File: config.mk
export PLATFORM = sky130hd
export DESIGN_NAME = psum_serializer
export DESIGN_NICKNAME = d
export VERILOG_FILES = /design/src/rtl/psum_serializer_pkg.sv /design/src/rtl/psum_row_fifo.sv /design/src/rtl/psum_serializer.sv
export SDC_FILE = /design/constraint.sdc
export NUM_CORES = 1
export LEC_CHECK = 0
export ABC_AREA = 1
export BUFFER_PORTS_ARGS = -buffer_cell sky130_fd_sc_hd__clkbuf_2
export CAP_MARGIN = 20
export CORE_AREA = 2 2 323 325
export DETAILED_ROUTE_END_ITERATION = 6
export DIE_AREA = 0 0 325 327
export PLACE_DENSITY = 0.47
export SLEW_MARGIN = 20
export SYNTH_ARGS = -nofsm -noshare
export SYNTH_HDL_FRONTEND = slang
export SYNTH_SLANG_ARGS = --single-unit
File: constraint.sdc
create_clock -name clk -period 14 [get_ports clk]
set_input_delay 4.2 -clock clk [delete_from_list [all_inputs] [get_ports clk]]
set_output_delay 4.2 -clock clk [all_outputs]
set_load 0.03 [all_outputs]
File: src/rtl/psum_serializer_pkg.sv
// rtl/psum_serializer_pkg.sv - shared widths and helpers for the psum output serializer
package psum_serializer_pkg;

  localparam int COL    = 8;
  localparam int PSUM_W = 20;
  localparam int SUM_W  = PSUM_W + 4;
  localparam int ROW_W  = PSUM_W * COL + SUM_W;
  localparam int DEPTH  = 4;
  localparam int BEAT_W = $clog2(COL + 1);
  localparam int CNT_W  = $clog2(DEPTH + 1);

  function automatic logic [SUM_W-1:0] sext_psum(input logic [PSUM_W-1:0] p);
    return {{(SUM_W - PSUM_W){p[PSUM_W-1]}}, p};
  endfunction

endpackage

File: src/rtl/psum_row_fifo.sv
// rtl/psum_row_fifo.sv - row-wide FIFO holding captured psum rows until drained
module psum_row_fifo
  import psum_serializer_pkg::*;
#(
  parameter int W = ROW_W,
  parameter int N = DEPTH
) (
  input  logic                   clk,
  input  logic                   reset,
  input  logic                   push_i,
  input  logic                   pop_i,
  input  logic [W-1:0]           wdata_i,
  output logic [W-1:0]           rdata_o,
  output logic [$clog2(N+1)-1:0] count_o,
  output logic                   full_o,
  output logic                   empty_o
);

  localparam int PW = $clog2(N);
  localparam int CW = $clog2(N + 1);

  logic [W-1:0]  mem_q [N];
  logic [PW-1:0] wptr_q, wptr_d;
  logic [PW-1:0] rptr_q, rptr_d;
  logic [CW-1:0] count_q, count_d;

  // Storage is deliberately not reset; only pointers and count define contents.
  always_ff @(posedge clk) begin
    if (push_i) mem_q[wptr_q] <= wdata_i;
  end

  always_comb begin
    wptr_d  = wptr_q;
    rptr_d  = rptr_q;
    count_d = count_q;
    if (push_i) wptr_d = wptr_q + PW'(1);
    if (pop_i)  rptr_d = rptr_q + PW'(1);
    if (push_i && !pop_i)      count_d = count_q + CW'(1);
    else if (!push_i && pop_i) count_d = count_q - CW'(1);
  end

  always_ff @(posedge clk or posedge reset) begin
    if (reset) begin
      wptr_q  <= '0;
      rptr_q  <= '0;
      count_q <= '0;
    end else begin
      wptr_q  <= wptr_d;
      rptr_q  <= rptr_d;
      count_q <= count_d;
    end
  end

  // A push while full always coincides with a pop, so the head is read before it is overwritten.
  assign rdata_o = mem_q[rptr_q];
  assign count_o = count_q;
  assign full_o  = (count_q == CW'(N));
  assign empty_o = (count_q == '0);

endmodule

File: src/rtl/psum_serializer.sv
// rtl/psum_serializer.sv - captures psum rows and streams them out one word per beat
module psum_serializer
  import psum_serializer_pkg::*;
(
  input  logic                    clk,
  input  logic                    reset,
  input  logic [PSUM_W*COL-1:0]   out_in,
  input  logic [SUM_W-1:0]        sum_in,
  input  logic                    cap,
  output logic                    full,
  output logic [CNT_W-1:0]        count,
  output logic                    ovf,
  output logic [SUM_W-1:0]        dout,
  output logic                    dout_valid,
  input  logic                    dout_ready,
  output logic                    dout_last
);

  logic [ROW_W-1:0]  head_row;
  logic              empty;
  logic              xfer, last_beat, pop, push;
  logic [BEAT_W-1:0] beat_q, beat_d;
  logic              ovf_q, ovf_d;

  assign dout_valid = !empty;
  assign last_beat  = (beat_q == BEAT_W'(COL));
  assign xfer       = dout_valid && dout_ready;
  assign pop        = xfer && last_beat;
  assign push       = cap && (!full || pop);

  psum_row_fifo #(
    .W (ROW_W),
    .N (DEPTH)
  ) u_fifo (
    .clk     (clk),
    .reset   (reset),
    .push_i  (push),
    .pop_i   (pop),
    .wdata_i ({sum_in, out_in}),
    .rdata_o (head_row),
    .count_o (count),
    .full_o  (full),
    .empty_o (empty)
  );

  always_comb begin
    beat_d = beat_q;
    if (xfer) beat_d = last_beat ? '0 : beat_q + BEAT_W'(1);
    ovf_d = ovf_q | (cap && full && !pop);
  end

  always_ff @(posedge clk or posedge reset) begin
    if (reset) begin
      beat_q <= '0;
      ovf_q  <= 1'b0;
    end else begin
      beat_q <= beat_d;
      ovf_q  <= ovf_d;
    end
  end

  assign ovf = ovf_q;

  // Beat mux decodes only registered state, so dout holds while the consumer stalls.
  always_comb begin
    dout      = '0;
    dout_last = 1'b0;
    if (dout_valid) begin
      if (last_beat) begin
        dout      = head_row[ROW_W-1 -: SUM_W];
        dout_last = 1'b1;
      end else begin
        for (int k = 0; k < COL; k++) begin
          if (beat_q == BEAT_W'(k)) dout = sext_psum(head_row[k*PSUM_W +: PSUM_W]);
        end
      end
    end
  end

endmodule

---- After elaboration in Yosys (flattened, before gate mapping) ----
Memories as Yosys holds them, arrays and structs flattened.
Index checks and enable logic that the tools add are counted.
word-level totals
  register bits after elaboration ......... 12
  bits in latches ......................... 0
  RAM bits ................................ 736
  bits in read-only memories .............. 0
  output and inout bits ................... 31
  logic and storage cells ................. 53
  memories ................................ 1
operators by class
  $add $sub $neg .......................... 5
  multiply operators ...................... 0
  div/mod/pow operators ................... 0
  magnitude comparators ................... 0
  equality and inequality tests ........... 9
  shift operators ......................... 0
  muxes and demuxes ....................... 17
  bitwise gates (word level) .............. 1
  reduce and logical (&&, ||, !) cells .... 15
memory list
  memory        words  width  rd ports  clocked after Yosys merged registers in  wr ports  line                 source
  u_fifo.mem_q  4      184    1         0                                        1         psum_row_fifo.sv:22  logic [W-1:0] mem_q [N];
operator list
  cell                   number
  $mux W24               10
  $eq A4 B3 Y1 const B   4
  $eq A4 B2 Y1 const B   2
  $logic_and A1 B1 Y1    7
  $mux W3                2
  $add A2 B1 Y2 const B  2
  $add A4 B1 Y4 const B  1
  $eq A4 B1 Y1 const B   1
  $eq A4 B4 Y1 const B   1
  $logic_not A1 Y1       4
  $logic_not A4 Y1       1
  $mux W1                4
  $mux W4                1
  $add A3 B1 Y3 const B  1
  $eq A3 B3 Y1 const B   1
  $logic_not A3 Y1       1
  $sub A3 B1 Y3 const B  1
  $reduce_bool A2 Y1     1
  $logic_or A1 B1 Y1     1
  $or A1 B1 Y1           1

---- Logic depth before layout (Yosys ltp) ----
Gate-level depths: netlist of the first run.
  depth after elaboration ................. 11
  mapped depth ............................ 17
  depth with buffers taken out ............ 17

---- Modules after synthesis ----
A second synthesis of the first run with hierarchy kept.
unflattened totals
  cell total of the unflattened synthesis .. 2,797
  area total of the unflattened synthesis .. 32,799.0 um^2
modules (own cells, without submodules)
  module           times used  cells each  area an instance (um^2)  sequential area each (um^2)
  psum_row_fifo    1           2,196       29,997.5                 22,276.4
  psum_serializer  1           601         2,801.4                  125.1

---- Worst setup path after synthesis of the first run ----
OpenSTA, ideal clock, no wires.
  path type ............................... input to register
  start point ............................. input port dout_ready
  end point ............................... memory u_fifo.mem_q[0][0] (netlist name) (enable)
  setup time .............................. 0.732 ns
  arrival time ............................ 12.378 ns
  required time ........................... 13.268 ns
  setup slack ............................. 0.890 ns
  stages on the path ...................... 6
  buffers on the path ..................... 0
  cells stage by stage .................... nand2_1 > nor2_1 > inv_1 > nand2_1 > nand2_1 > nor2_1
on the way
  longest elaborated chain between the ends .. 6
RTL lines
  what                           line                   source
  from (decl)                    psum_serializer.sv:15  input logic dout_ready,
  $logic_and A1 B1 Y1            psum_serializer.sv:27  assign xfer = dout_valid && dout_ready;
  $logic_and A1 B1 Y1            psum_serializer.sv:28  assign pop = xfer && last_beat;
  $logic_or A1 B1 Y1             psum_serializer.sv:29  assign push = cap && (!full || pop);
  $logic_and A1 B1 Y1            psum_serializer.sv:29
  $mux W1                        psum_row_fifo.sv:29    if (push_i) mem_q[wptr_q] <= wdata_i;
  $mux W1 (not written as such)  psum_row_fifo.sv:29
  to (decl)                      psum_row_fifo.sv:22
No other way between the ends.

---- Final worst setup path of the first run ----
  start point ............................. register u_fifo.rptr_q[0]
  end point ............................... output port dout[10]
on the way
  longest elaborated chain between the ends .. 11
RTL lines
  what                    line                   source
  from (decl)             psum_row_fifo.sv:24    logic [PW-1:0] rptr_q, rptr_d;
  from (signal assigned)  psum_row_fifo.sv:49    rptr_q <= rptr_d;
  $mem_v2 Z4 W184 (*)     -
  $mux W24 (8 in series)  psum_serializer.sv:74  if (beat_q == BEAT_W'(k)) dout = sext_psum(head_row[k*PSUM_W +: PSUM_W]);
  $mux W24 (*)            psum_serializer.sv:69  if (last_beat) begin
  $mux W24 (*)            psum_serializer.sv:68  if (dout_valid) begin
  to (decl)               psum_serializer.sv:13  output logic [SUM_W-1:0] dout,
Every way passes the cells marked *; elsewhere a longest branch is shown, timed or not.

==> results of run 1 <==
==> logic make-up (layout without fill, tap and decap cells) <==
| group | after synthesis | in the layout |
|---|---|---|
| compound gates | 409 | 409 |
| xor+xnor | 5 | 5 |
| fa+ha+maj | 10 | 10 |
| buf+inv | 308 | 549 |
| flops | 748 | 748 |
| mux | 1 | 1 |
| other cells | 0 | 7 |
| simple gates | 1035 | 1035 |
==> path summary, 6_finish.rpt <==
path / startpoint / slack, ps / endpoint / cells past startpoint
setup / recovery: u_fifo.rptr_q[0] / 4850 / dout[10] / 11
hold / removal: ovf / 480 / ovf / 1
setup reg to reg: beat_q[0] / 8530 / u_fifo.mem_q[1][74] / 13
hold reg to reg: ovf / 480 / ovf / 1
max in group asynchronous: reset / 9880 / u_fifo.rptr_q[1] / 2
min in group asynchronous: reset / 3650 / u_fifo.wptr_q[1] / 2
==> routing by layer <==
| metal | vias up | global-route usage | part of all wire |
|---|---|---|---|
| met5 | - | 0 | 0.0031 |
| met1 | 9701 | 0.2115 | 0.43 |
| met2 | 521 | 0.2625 | 0.48 |
| li1 | 9229 | - | - |
| met3 | 154 | 0.04251 | 0.067 |
| met4 | 42 | 0.05334 | 0.024 |
==> placed cells by master, fill, tap and decap left out, drive strengths merged <==
master / n
edfxtp: 736
nand2: 663
clkbuf: 313
nor2: 193
o21ai: 190
nand3: 174
inv: 163
a21oi: 100
a32o: 36
clkinv: 35
buf: 30
a31oi: 25
o22ai: 21
o221ai: 18
a22oi: 17
dfrtp: 12
ha: 9
diode: 7
bufinv: 7
xor2: 4
nor3: 4
a32oi: 1
a31o: 1
nand4: 1
xnor2: 1
mux2: 1
fa: 1
clkinvlp: 1
==> metrics by stage <==
stage	util	total power, mW	instance area (sq um)	setup WS [ps]	hold slack, ps
after detailed placement	0.3195	5.818	32880	5430	471.3
after global routing	0.3443	8.230	35430	4438	489.9
after global placement	0.3195	5.773	32880	5495	450.9
after CTS	0.3441	7.894	35410	4744	484.7
final	0.3443	7.768	35430	4852	479.6
after floorplan	-	4.994	30530	890.1	527.1
==> power by group <==
| group | switching (mW) | internal, mW |
|---|---|---|
| clock network | 0.866 | 1.19 |
| registers | 0.150 | 2.96 |
| logic | 1.95 | 0.653 |
| total | 2.96 | 4.80 |
==> worst reg2reg max path, delay by kind of cell (launching register included) <==
family | cells | cell delay [ps]
buf+inv | 7 | 2470
simple gates | 5 | 1910
flops | 1 | 410
fa+ha+maj | 1 | 160
==> sequential cells by signal (all words and copies together), names as in the netlist <==
register and count:
ovf 1, u_fifo.rptr_q 2, u_fifo.wptr_q 2, u_fifo.mem_q 736, beat_q 4, u_fifo.count_o 3
==> synth_stat cells (all sizes together) <==
cell,count
ha,9
nand4,1
a32oi,1
xor2,4
inv,157
fa,1
dfrtp,12
o21ai,190
nand2,663
o221ai,18
clkinv,1
o22ai,21
clkbuf,47
xnor2,1
a21oi,100
a31oi,25
edfxtp,736
nor3,4
a32o,36
mux2,1
buf,103
a31o,1
a22oi,17
nand3,174
nor2,193
==> final cells by class <==
class | count | area, sq um
Clock buffer | 95 | 2079
Antenna cell | 7 | 17.52
Tap cell | 1380 | 1727
Inverter | 158 | 605.6
Timing Repair Buffer | 248 | 1383
Clock inverter | 48 | 452.9
Sequential cell | 748 | 22410
Multi-Input combinational cell | 1460 | 6755
Fill cell | 10150 | 67480
==> out/metrics.cfg, run 1 <==
[cells_and_area]
final_nets=2894
drive_gt1_frac=0.1364
areaGrowthSynthToFinish_pct=16.03
layout.cells.non_filler=4144

[worst_setup_path]
worst-path-max-fanout=110
critPathMaxStageDelay_ps=940
crit_slowest_cell=buf_4
crit_path_end_kind=output pin
path_delay_family=buffers and inverters
cp-start-kind=flip-flop
arrival_ps=4950
critPathKind=flip-flop to output pin
crit_buf_inv=5
critPathMostFrequentCell=nand2_1
cp.required_ps=9800
crit_chain=inv_8 -> buf_4 -> buf_4 -> nand2_1 -> a32o_1 -> o21ai_1 -> inv_1 -> nand2_1 -> nand2_1 -> a21oi_1 -> clkbuf_2

[route]
drc_errors=0
avgRoutedWirePerCell_microns=21.28
drtIter0Drc=1509
vias=19650
via_per_inst=4.741
ant_nets=0
drt-total-wl_mm=88.20
dr.pass1.iters=5

[synthesis]
synth_mux_area_frac=0.0003688
ys_seq_elements=748
yosysTopAreaCell=edfxtp_1
yosys.area_share.simple=0.1350
ys_seq_area_frac=0.7337
synth_fp_nets=2714
synthAdderAreaFrac=0.004344
synth_warnings=0
synth_area_per_cell_sq_um=12.14
yosys.area.top_type_share=0.7238
synth_cell_type_count=33
synth-compound-area-share=0.07868
synth.area.top_cells=edfxtp_1, nand2_1, nand3_1
syn_area_sq_um=30530
synth_top_family_by_area=simple AND/OR/NAND/NOR gates
synthCells=2516
synth-xor-area-share=0.001434

[global_route]
antenna_found_initial=37
grt_max_degree=162
grt_pass1_vias=19190
grt.overflow.total=0
track_usage=0.1620
grt_pass1_wl_mm=128.5

[worst_hold_path]
hold_class=flip-flop to flip-flop

[die]
die_w_microns=325
die_height_microns=327
core_sq_um=102900
pin_count=219
rows=118
die-area_sq_um=106300
start_util=0.2967

[placed_design]
io_buffer_count=218
dp_cells=3994
place_congestion=0.7487
hpwl_mm=51.60

[timing]
slew_headroom=0.2699
fin_skew_ps=23.87
grt_setup_unrepaired=no
fmax_mhz=109.3
hold_violations=0
setup_viol_count_final=0
setup_tns_ps=0
worst_slew_pin_slew_ps=1095
period_minus_slack_ps=9148
post-route-period-util=0.6534
report.final.slew_viol_count=0

[cts]
cts.sinks=748
htree_levels=3
clkTransAtPathRegs_ps=60
post_cts_buffers=0
worstSkewPairLatency_ps=630
cts_resized=0
cts_max_path_buffers=3
cts_tree=done
cts_hold_buf=0
numCtsBuffers=80
clockRootBuffer=clkbuf_16

[flow_run]
drv_cap=0

[power]
leakagePower_nw=12.94
powerDensity_nw_per_um2=219.3
ir_drop_mv=0.1393

[run_status]
status=finished clean

Note: power is estimated with default switching activity, not from simulation.
==> inputs of run 2 (changes only) <==
- PLACE_DENSITY: 0.47 -> 0.49
- clock period: 14 -> 7.97 ns (I/O delays scaled with it)
==> run 2 against run 1 <==
Wire length shrank 3.9%. Cell count grew 0.12%. Combinational power grew 80%. Largest power group unchanged. Count of clock-buffer cells in the layout grew 6. Final area grew 0.53%. Worst hold slack lost 11 ps. Die area is the same. Sequential share of layout area shrank 0.34 points. Total power grew 77%.
==> out/metrics.cfg, run 2 (synthesis results as in run 1) <==
[placed_design]
io_buffer_count=218  ; unchanged
hpwl_mm=50.86  ; -1.4%
dp_cells=4001  ; +0.18%
place_congestion=0.7486  ; about the same
pre_cts_ws_ps=1861  ; -3569 ps

[die]
die-area_sq_um=106300  ; unchanged
rows=118  ; unchanged
die_w_microns=325  ; unchanged
start_util=0.2967  ; unchanged
core_sq_um=102900  ; unchanged
pin_count=219  ; unchanged
die_height_microns=327  ; unchanged

[worst_setup_path]
arrival_ps=4230  ; -720 ps
cp.required_ps=5580  ; -4220 ps
crit_slowest_cell=inv_8
cp-start-kind=flip-flop
worst-path-max-fanout=166  ; +51%
critPathMaxStageDelay_ps=840  ; -100 ps
critPathKind=flip-flop to output pin
critPathMostFrequentCell=nand2_1
crit_buf_inv=4  ; -1
path_delay_family=buffers and inverters
crit_path_end_kind=output pin
crit_chain=inv_8 -> buf_4 -> nand2_1 -> a32o_1 -> o21ai_0 -> inv_1 -> nand2_1 -> nand2_1 -> a21oi_1 -> clkbuf_2

[flow_run]
drv_cap=0  ; unchanged

[global_route]
grt_pass1_wl_mm=125.6  ; -2.2%
grt.overflow.total=0  ; unchanged
grt_max_degree=185  ; +14%
grt_pass1_vias=18590  ; -3.1%
track_usage=0.1571  ; -0.004888
antenna_found_initial=24  ; -35%

[cells_and_area]
multi_input_area_sq_um=6758  ; about the same
final_core_util=0.3461  ; +0.001836
drive_gt1_frac=0.1377  ; +0.001364
largest_reg_flops=736  ; unchanged
seqCellArea_sq_um=22410  ; unchanged
filler_cell_count=10170  ; +0.20%
max_flop_register=u_fifo.mem_q
final_common_cell=edfxtp_1
areaGrowthSynthToFinish_pct=16.65
layout.cells.non_filler=4149  ; +0.12%
final_cell_mix=edfxtp_1, nand2_1, clkbuf_2
final_nets=2902  ; +0.28%

[cts]
cts_max_path_buffers=3  ; unchanged
cts_hold_buf=0  ; unchanged
clockRootBuffer=clkbuf_16
cts.sinks=748  ; unchanged
worstSkewPairLatency_ps=630  ; about the same
htree_levels=3  ; unchanged
cts_tree=done
clkTransAtPathRegs_ps=60  ; about the same
cts_resized=0  ; unchanged
numCtsBuffers=81  ; +1.3%
post_cts_buffers=0  ; unchanged

[timing]
slew_headroom=0.2338  ; -0.03616
report.final.slew_viol_count=0  ; unchanged
fmax_mhz=151.0
worst_slew_pin_slew_ps=1148  ; +53.00 ps
setup_tns_ps=0  ; unchanged
hold_violations=0  ; unchanged
fin_skew_ps=29.69  ; +5.821 ps
setup_ws_ps=1348  ; -3504 ps
period_minus_slack_ps=6622
setup_viol_count_final=0  ; unchanged
post-route-period-util=0.8309
grt_setup_unrepaired=no

[route]
dr.pass1.iters=5  ; unchanged
avgRoutedWirePerCell_microns=20.43  ; -4.0%
drtIter0Drc=1342  ; -11%
vias=19230  ; -2.1%
ant_nets=0  ; unchanged
drt-total-wl_mm=84.78  ; -3.9%
via_per_inst=4.636  ; -2.2%
drc_errors=0  ; unchanged

[power]
ir_drop_mv=0.2460  ; +77%
powerDensity_nw_per_um2=386.1  ; +76%
leakagePower_nw=13.02  ; +0.64%

[worst_hold_path]
hold_class=flip-flop to flip-flop

[run_status]
status=finished clean

-- run 2: cell count changes in the layout (fill, tap and decap cells not counted), moves of 2 or more --
cell,change
buf_12,+8
inv_6,-6
clkbuf_1,+4
diode_2,-4
clkbuf_16,+2
nor2_2,-2
-- run 2: where the power goes --
part,internal [mW],switching (mW),total [mW]
logic,1.20,3.48,4.68
registers,5.18,0.216,5.40
clock network,2.16,1.51,3.67
-- run 2: worst register-to-register path, cell delays in order (launching register included) --
cell	delay (ps)
dfrtp_1	410
inv_1	130
ha_1	160
inv_1	90
nor3_1	570
inv_1	240
nor2_1	310
inv_1	250
nand2_1	110
nand2_1	330
nor2_4	970
buf_12	470
-- run 2: area by class of cell --
class / count / share of cell area
sequential: 748 / 0.6291
multi-input combinational: 1460 / 0.1897
clock buffer: 101 / 0.06021
tap: 1380 / 0.04848
timing repair buffer: 255 / 0.04300
inverter: 158 / 0.01707
clock inverter: 44 / 0.01215
antenna: 3 / 0.0002108
-- run 2: routing by layer --
metal	GRT usage	vias to the layer above	part of all wire
li1	-	9228	-
met1	0.2113	9451	0.45
met2	0.2597	380	0.48
met3	0.03324	136	0.054
met4	0.03784	38	0.018
met5	0	-	0.0026
-- run 2: path summary, 6_finish.rpt --
path | start | to | slack, ps | depth (start not counted)
min | ovf | ovf | 470 | 1
max | u_fifo.rptr_q[0] | dout[17] | 1350 | 10
min in group asynchronous | reset | beat_q[3] | 1850 | 2
max in group asynchronous | reset | u_fifo.rptr_q[1] | 5610 | 2
min reg2reg | ovf | ovf | 470 | 1
max reg2reg | beat_q[0] | u_fifo.mem_q[0][180] | 3460 | 11
-- run 2: stage by stage --
stage / instance area (sq um) / hold WS, ps / total power, mW
after global placement: 33030 / 457.9 / 10.27
after detailed placement: 33030 / 464.2 / 10.28
after global routing: 35610 / 507.9 / 14.59
final: 35620 / 468.5 / 13.75
after CTS: 35610 / 476.5 / 13.98
after floorplan: 30540 / 527.1 / 8.665
